$ cat src/rtl/fft_bin_serializer_pkg.sv
// Shared constants and state encoding for the FFT bin serializer.
// Word width follows the FFT datapath: W = 2**N bits per component.
package fft_bin_serializer_pkg;

    localparam int N_DEF = 4;
    localparam int W     = 2 ** N_DEF;
    localparam int BINS  = 8;
    localparam int IDX_W = 3;

    typedef enum logic {
        IDLE   = 1'b0,
        STREAM = 1'b1
    } state_t;

    // Two's-complement negate; the most-negative value wraps to itself.
    function automatic logic [W-1:0] conj_neg(input logic [W-1:0] x);
        return W'(0) - x;
    endfunction

endpackage

$ cat src/rtl/fft_bin_serializer.sv
// Captures one parallel 8-bin FFT frame and streams it out one bin per beat,
// optionally conjugated, with a back-to-back refill on the last beat.
module fft_bin_serializer
    import fft_bin_serializer_pkg::*;
#(
    parameter int N = N_DEF
) (
    input  logic                     clk,
    input  logic                     rst,
    input  logic                     in_valid,
    output logic                     in_ready,
    input  logic                     in_conj,
    input  logic [BINS*(2**N)-1:0]   in_re,
    input  logic [BINS*(2**N)-1:0]   in_im,
    output logic                     out_valid,
    input  logic                     out_ready,
    output logic [(2**N)-1:0]        out_re,
    output logic [(2**N)-1:0]        out_im,
    output logic [IDX_W-1:0]         out_idx,
    output logic                     out_last
);

    localparam int WD = 2 ** N;

    state_t state;
    state_t state_next;

    logic [WD-1:0]    re_q [BINS];
    logic [WD-1:0]    im_q [BINS];
    logic [IDX_W-1:0] idx;
    logic             conj;

    logic stream;
    logic at_last;
    logic capture;
    logic beat;

    assign stream   = (state == STREAM);
    assign at_last  = (idx == IDX_W'(BINS - 1));
    assign in_ready = !stream || (at_last && out_ready);
    assign capture  = in_valid && in_ready;
    assign beat     = stream && out_ready;

    always_ff @(posedge clk) begin
        if (rst) begin
            state <= IDLE;
        end else begin
            state <= state_next;
        end
    end

    // A capture on the last beat keeps the FSM in STREAM with no bubble.
    always_comb begin
        state_next = state;
        out_valid  = 1'b0;
        out_re     = '0;
        out_im     = '0;
        out_idx    = '0;
        out_last   = 1'b0;
        unique case (state)
            IDLE: begin
                if (capture) begin
                    state_next = STREAM;
                end
            end
            STREAM: begin
                out_valid = 1'b1;
                out_re    = re_q[idx];
                out_im    = conj ? (WD'(0) - im_q[idx]) : im_q[idx];
                out_idx   = idx;
                out_last  = at_last;
                if (beat && at_last && !capture) begin
                    state_next = IDLE;
                end
            end
            default: state_next = IDLE;
        endcase
    end

    // Imaginary parts of the DC and Nyquist bins are zero by construction.
    always_ff @(posedge clk) begin
        if (rst) begin
            idx  <= '0;
            conj <= 1'b0;
            for (int k = 0; k < BINS; k++) begin
                re_q[k] <= '0;
                im_q[k] <= '0;
            end
        end else if (capture) begin
            idx  <= '0;
            conj <= in_conj;
            for (int k = 0; k < BINS; k++) begin
                re_q[k] <= in_re[k*WD +: WD];
                if (k == 0 || k == BINS / 2) begin
                    im_q[k] <= '0;
                end else begin
                    im_q[k] <= in_im[k*WD +: WD];
                end
            end
        end else if (beat && !at_last) begin
            idx <= idx + IDX_W'(1);
        end
    end

endmodule

$ cat config.mk
export PLATFORM = sky130hd
export DESIGN_NAME = fft_bin_serializer
export DESIGN_NICKNAME = d
export VERILOG_FILES = /design/src/rtl/fft_bin_serializer_pkg.sv /design/src/rtl/fft_bin_serializer.sv
export SDC_FILE = /design/constraint.sdc
export NUM_CORES = 1
export LEC_CHECK = 0
export ABC_AREA = 1
export CAP_MARGIN = 15
export CORE_UTILIZATION = 53
export DETAILED_ROUTE_END_ITERATION = 8
export PLACE_DENSITY = 0.83
export REMOVE_ABC_BUFFERS = 1
export SYNTH_ARGS = -nofsm -noshare
export SYNTH_HDL_FRONTEND = slang
export SYNTH_SLANG_ARGS = --single-unit
$ cat constraint.sdc
create_clock -name clk -period 18.2 [get_ports clk]
set_input_delay 5.46 -clock clk [delete_from_list [all_inputs] [get_ports clk]]
set_output_delay 5.46 -clock clk [all_outputs]
set_load 0.1 [all_outputs]
==> run summary, run 1 <==
status: completed
Hold Path Class: register to register
Place WS: 5530 ps
peak supply drop: 0.0000722 V
most frequent CP cell: clkdlybuf4s50_1
DIE HEIGHT: 149 um
Critical path origin: out_ready
Std-Cell Rows: 53
FILL cells: 1565
first-pass GRT wire length: 43.7 mm
static leakage: 6.88 nW
initial antenna violation count: 1
gr ovfl total: 0
Resized Gates After CTS: 0
fraction of layout instances using a drive strength above 1: 4.18%
total CTS buffers: 25
unrepaired setup endpoints after global routing: false
Required @ worst endpoint: 12740 ps
pin count of the biggest net entering global routing: 136
Final Non-Filler Cells: 1856
drt pass-1 iters: 5
DP Cell Count: 1810
Slowest cell on crit path: clkdlybuf4s50_1
GPL Wtd Cong: 0.944
crit-path max cell delay: 1120 ps
die area: 22300 um^2
CTS Root Cell: clkbuf_16
clock sinks: 232
R2R Path Start: state
Final ANT Viol Nets: 0
Max Clock Skew: 20.2 ps
TritonCTS clock tree: done
worst-case clock buffer depth: 3
all-layer global routing usage: 25.3%
syn_area_per_cell: 8.63 um^2
Crit path max-delay family: buffers and inverters
Post-Synthesis Cells: 1330
number of global-route vias before repair: 8978
die width: 149 um
Synth Cell Area: 11500 um^2
CTS clk-pin slew, worst paths: 60 ps
Seq/Total Area, Yosys: 60.0%
worst hold start: idx[2]
Final period util: 69.7%
Final min period: 12680 ps
Placeable Area: 21200 um^2
Bufs and invs on worst path: 3
# DRC: 0
Pwr Density: 86.0 nW/um^2
Final Slew Violations: 0
Max Fclk: 78.9 MHz
Setup Crit Path Kind: input pin to output port
# Post-CTS Setup Buffers: 0
setup violators final: 0
CP startpoint kind: input pin
synthesis-stage register bit count: 232
DRT Wirelength: 28.0 mm
Nets: 1827
Critical Path End Type: output port
Max Cap Viol: 0
Slew headroom: 28.2%
hold buffer count at CTS: 0
final worst slack: 5520 ps
Netlist cell types: 31
Yosys warnings: 0
Starting DRT DRC Count: 582
footprint of the multi-input gates: 3200 um^2
dpl hpwl: 17.3 mm
FF+latch area: 6890 um^2
drt wl/cell: 15.1 um
vias: 9285
Port Buf Inserts: 266
final hold vios: 0
H-tree depth: 1
worst path arrival time: 7220 ps
Ports: 299
Tot Pwr: 1.29 mW
critical-path maximum fanout: 2
Clock Latency Late Sink: 520 ps
Cell Chain, Critical Path: clkdlybuf4s50_1 -> a21oi_1 -> inv_1 -> clkdlybuf4s50_1
Starting Density: 54.3%
Setup TNS Final: 0 ps
area grow syn2layout: 30.9%
vias per std cell: 5.00
worst-margin pin slew: 1080 ps
## state kept, by name, summed over array words and instances, names as in the netlist, named ones only
register	cells
state	1
im_q	96
re_q	128
conj	1
idx	3
## where the power goes
part / internal [mW] / switching, mW / leakage [nW] / total, mW
Combinational: 0.0717 / 0.0972 / 4.05 / 0.169
Clock: 0.281 / 0.202 / 0.372 / 0.483
Sequential: 0.630 / 0.0101 / 2.47 / 0.640
## tightest hold or removal path, stage by stage, from the launching register on
cell and delay (ps):
dfxtp_1 340, mux2_2 150, nand2_1 40, inv_1 60
## synthesized netlist by cell type
cell | n | share of area (%)
nand3_1 | 23 | 1.0
dfxtp_1 | 8 | 1.4
a21oi_1 | 12 | 0.52
mux2_2 | 2 | 0.20
nand2_4 | 1 | 0.098
o211ai_1 | 2 | 0.13
clkinv_1 | 1 | 0.033
or2_1 | 1 | 0.055
nor2_2 | 3 | 0.16
inv_2 | 3 | 0.098
xor2_1 | 1 | 0.076
nand4_1 | 4 | 0.22
nand2_1 | 112 | 3.7
nor2_1 | 411 | 13
clkbuf_1 | 37 | 1.2
buf_6 | 4 | 0.39
nor3_1 | 5 | 0.22
inv_1 | 281 | 9.2
ha_1 | 3 | 0.33
nand2_2 | 3 | 0.16
edfxtp_1 | 224 | 59
inv_4 | 1 | 0.055
buf_2 | 21 | 0.92
o21ai_1 | 19 | 0.83
a21oi_2 | 5 | 0.38
a31oi_1 | 16 | 0.87
o22ai_1 | 17 | 0.93
buf_4 | 3 | 0.20
o21ai_0 | 102 | 4.4
a21boi_2 | 1 | 0.098
buf_1 | 4 | 0.13
## routing by layer
metal	routed length [um]	vias up	global-route usage [%]
met5	0	-	0
li1	-	4604	-
met1	11100	4246	32.1
met4	648	0	7.30
met3	2470	49	4.25
met2	13900	386	44.5
## worst paths after layout
check	depth (start not counted)	slack, ps	endpoint
max	4	5520	in_ready
min	3	600	register
max reg2reg	8	14920	re_q[1][5]
min reg2reg	3	600	register
## cell type report
| type | count | area share, % |
|---|---|---|
| flip-flops and latches | 232 | 45.9 |
| multi-input cells | 743 | 21.3 |
| well taps | 275 | 2.29 |
| diodes | 1 | 0.0167 |
| clock buffers | 32 | 4.34 |
| clock inverters | 12 | 0.766 |
| inverters | 286 | 7.21 |
| repair buffers | 275 | 18.2 |
## through the flow
| stage | hold slack, ps | instance area, um^2 | utilization [%] |
|---|---|---|---|
| 2_1_floorplan | 522 | 11200 | - |
| 3_3_place_gp | 584 | 14200 | 67.3 |
| 3_5_place_dp | 594 | 14200 | 67.3 |
| 4_1_cts | 600 | 15000 | 70.9 |
| 5_1_grt | 635 | 15000 | 71.0 |
| 6_report | 604 | 15000 | 71.0 |
## kinds of logic after synthesis
family	synth area share, %
simple gates	19.0
buf+inv	12.2
flops	60.0
compound gates	8.20
fa+ha+maj	0.327
mux	0.196
xor+xnor	0.0763
## cell usage in the layout (no fill, tap or decap), types with 6 or more instances in the layout
| cell type | count |
|---|---|
| nor2_1 | 411 |
| dfxtp_1 | 6 |
| clkbuf_1 | 7 |
| nand3_1 | 23 |
| o21ai_1 | 19 |
| edfxtp_1 | 224 |
| o21ai_0 | 102 |
| clkbuf_16 | 25 |
| o22ai_1 | 17 |
| nand2_1 | 111 |
| inv_1 | 280 |
| clkdlybuf4s50_1 | 265 |
| a21oi_1 | 12 |
| buf_4 | 8 |
| a31oi_1 | 16 |
(Power assumes the default switching activity.)
==> inputs of run 2 (changes only) <==
Settings changed: CORE_UTILIZATION 53 to 45, PLACE_DENSITY 0.83 to 0.75.
Clock period 18.2 ns to 11.2 ns, I/O delays scaled along.
==> run summary, run 2 (synthesis results as in run 1) <==
Port Buf Inserts: 266 (unchanged)
worst path arrival time: 5140 ps (-2080 ps)
worst-margin pin slew: 1110 ps (+28.6 ps)
Final Slew Violations: 0 (unchanged)
CTS Root Cell: clkbuf_16
worst-case clock buffer depth: 3 (unchanged)
FILL cells: 2156 (+38%)
die area: 26200 um^2 (+18%)
final hold vios: 0 (unchanged)
footprint of the multi-input gates: 3200 um^2 (unchanged)
Resized Gates After CTS: 0 (unchanged)
Setup TNS Final: 0 ps (unchanged)
unrepaired setup endpoints after global routing: false
r2r worst-path depth: 6 (-2)
CTS clk-pin slew, worst paths: 60 ps (about the same)
hold buffer count at CTS: 0 (unchanged)
fraction of layout instances using a drive strength above 1: 4.30% (+0.12 points)
M3 GR Usage: 3.83% (-0.42 points)
Regs by FF count: re_q: 128 flops, im_q: 96 flops, idx: 3 flops
Largest Register: re_q
ant diodes: 0 (-1)
TritonCTS clock tree: done
Final period util: 75.9%
drt wl/cell: 14.9 um (-1.5%)
Required @ worst endpoint: 7840 ps (-4900 ps)
# Post-CTS Setup Buffers: 0 (unchanged)
drt pass-1 iters: 5 (unchanged)
Setup Crit Path Kind: input pin to output port
Final ANT Viol Nets: 0 (unchanged)
CP startpoint kind: input pin
gr ovfl total: 0 (unchanged)
Pwr Density: 140 nW/um^2 (+63%)
Slew headroom: 26.3% (-1.9 points)
commonest non-fill, non-tap cell in the layout: nor2_1
number of flip-flops under the largest register name: 128 (unchanged)
Final min period: 8500 ps
met2 usage: 36.6% (-7.8 points)
DIE HEIGHT: 162 um (+8.4%)
vias per std cell: 4.83 (-3.5%)
Worst setup endpoint: in_ready
Nets: 1826 (-0.055%)
setup violators final: 0 (unchanged)
Critical Path End Type: output port
critical-path maximum fanout: 2 (unchanged)
GPL Wtd Cong: 0.869 (-7.9%)
reg-to-reg endpoint: re_q[7][8]
H-tree depth: 1 (unchanged)
DRT Wirelength: 28.5 mm (+1.5%)
total CTS buffers: 26 (+4.0%)
Max Clock Skew: 14.4 ps (-5.81 ps)
pin count of the biggest net entering global routing: 140 (+2.9%)
vias: 9227 (-0.62%)
Reg2Reg Setup Slack: 7740 ps (-7180 ps)
R2R Path Start: state
Std-Cell Rows: 58 (+9.4%)
die width: 162 um (+8.4%)
GRT met1 Usage: 28.3% (-3.8 points)
Clock Latency Late Sink: 520 ps (about the same)
first-pass GRT wire length: 44.1 mm (+0.74%)
Hold Path Class: register to register
dpl hpwl: 17.7 mm (+2.1%)
peak supply drop: 0.0000944 V (+31%)
number of global-route vias before repair: 8870 (-1.2%)
Max Cap Viol: 0 (unchanged)
Max Fclk: 118 MHz
Placeable Area: 25100 um^2 (+19%)
all-layer global routing usage: 21.7% (-3.6 points)
area grow syn2layout: 31.5%
Ports: 299 (unchanged)
global route hottest layer: met2
clock sinks: 232 (unchanged)
Starting Density: 45.7% (-8.6 points)
commonest cells after routing, fill and taps aside: nor2_1, inv_1, clkdlybuf4s50_1, edfxtp_1, nand2_1
FF+latch area: 6900 um^2 (about the same)
Starting DRT DRC Count: 663 (+14%)
status: completed
initial antenna violation count: 1 (unchanged)
static leakage: 6.89 nW (about the same)
Critical path origin: out_ready
Tot Pwr: 2.11 mW (+63%)
# DRC: 0 (unchanged)
[run 2: worst min path at each step]
stage / end / depth (start not counted) / start
after detailed placement: idx[0] / 2 / idx[0]
after CTS: idx[0] / 2 / idx[0]
after global routing: idx[0] / 2 / idx[0]
final: idx[0] / 2 / idx[0]
after global placement: idx[0] / 2 / idx[0]
after floorplan: register / 2 / idx[0]
[run 2: routing by layer]
layer | up-vias | wire, um
li1 | 4605 | -
met1 | 4172 | 11900
met3 | 53 | 2500
met5 | - | 13
met4 | 2 | 648
met2 | 395 | 13400
[run 2: final cells by class]
cell class	count	area share (%)
clock buffers	32	4.60
clock inverters	16	0.704
inverters	286	7.17
multi-input cells	743	21.2
flip-flops and latches	232	45.7
well taps	330	2.73
repair buffers	273	17.9
[run 2: stage by stage]
step | setup WS, ps | utilization (%) | hold WS, ps | area (um^2) | instances
6_report | 2700 | 60.2 | 583 | 15100 | 1912
5_1_grt | 2670 | 60.2 | 616 | 15100 | 1912
4_1_cts | 2710 | 60.2 | 582 | 15100 | 1912
3_5_place_dp | 2710 | 57.0 | 563 | 14300 | 1864
3_3_place_gp | 2720 | 57.0 | 568 | 14300 | 1864
2_1_floorplan | 2340 | - | 522 | 11200 | 1261
[run 2: worst max-delay path: stages]
cell and delay, ps:
clkdlybuf4s50_1 480, a21oi_1 90, inv_1 80, clkdlybuf4s50_1 1130
[run 2: power breakdown]
group          internal [mW]  switching [mW]  total (mW)
clock network          0.462           0.336       0.798
registers               1.02          0.0213        1.05
logic                  0.115           0.153       0.268
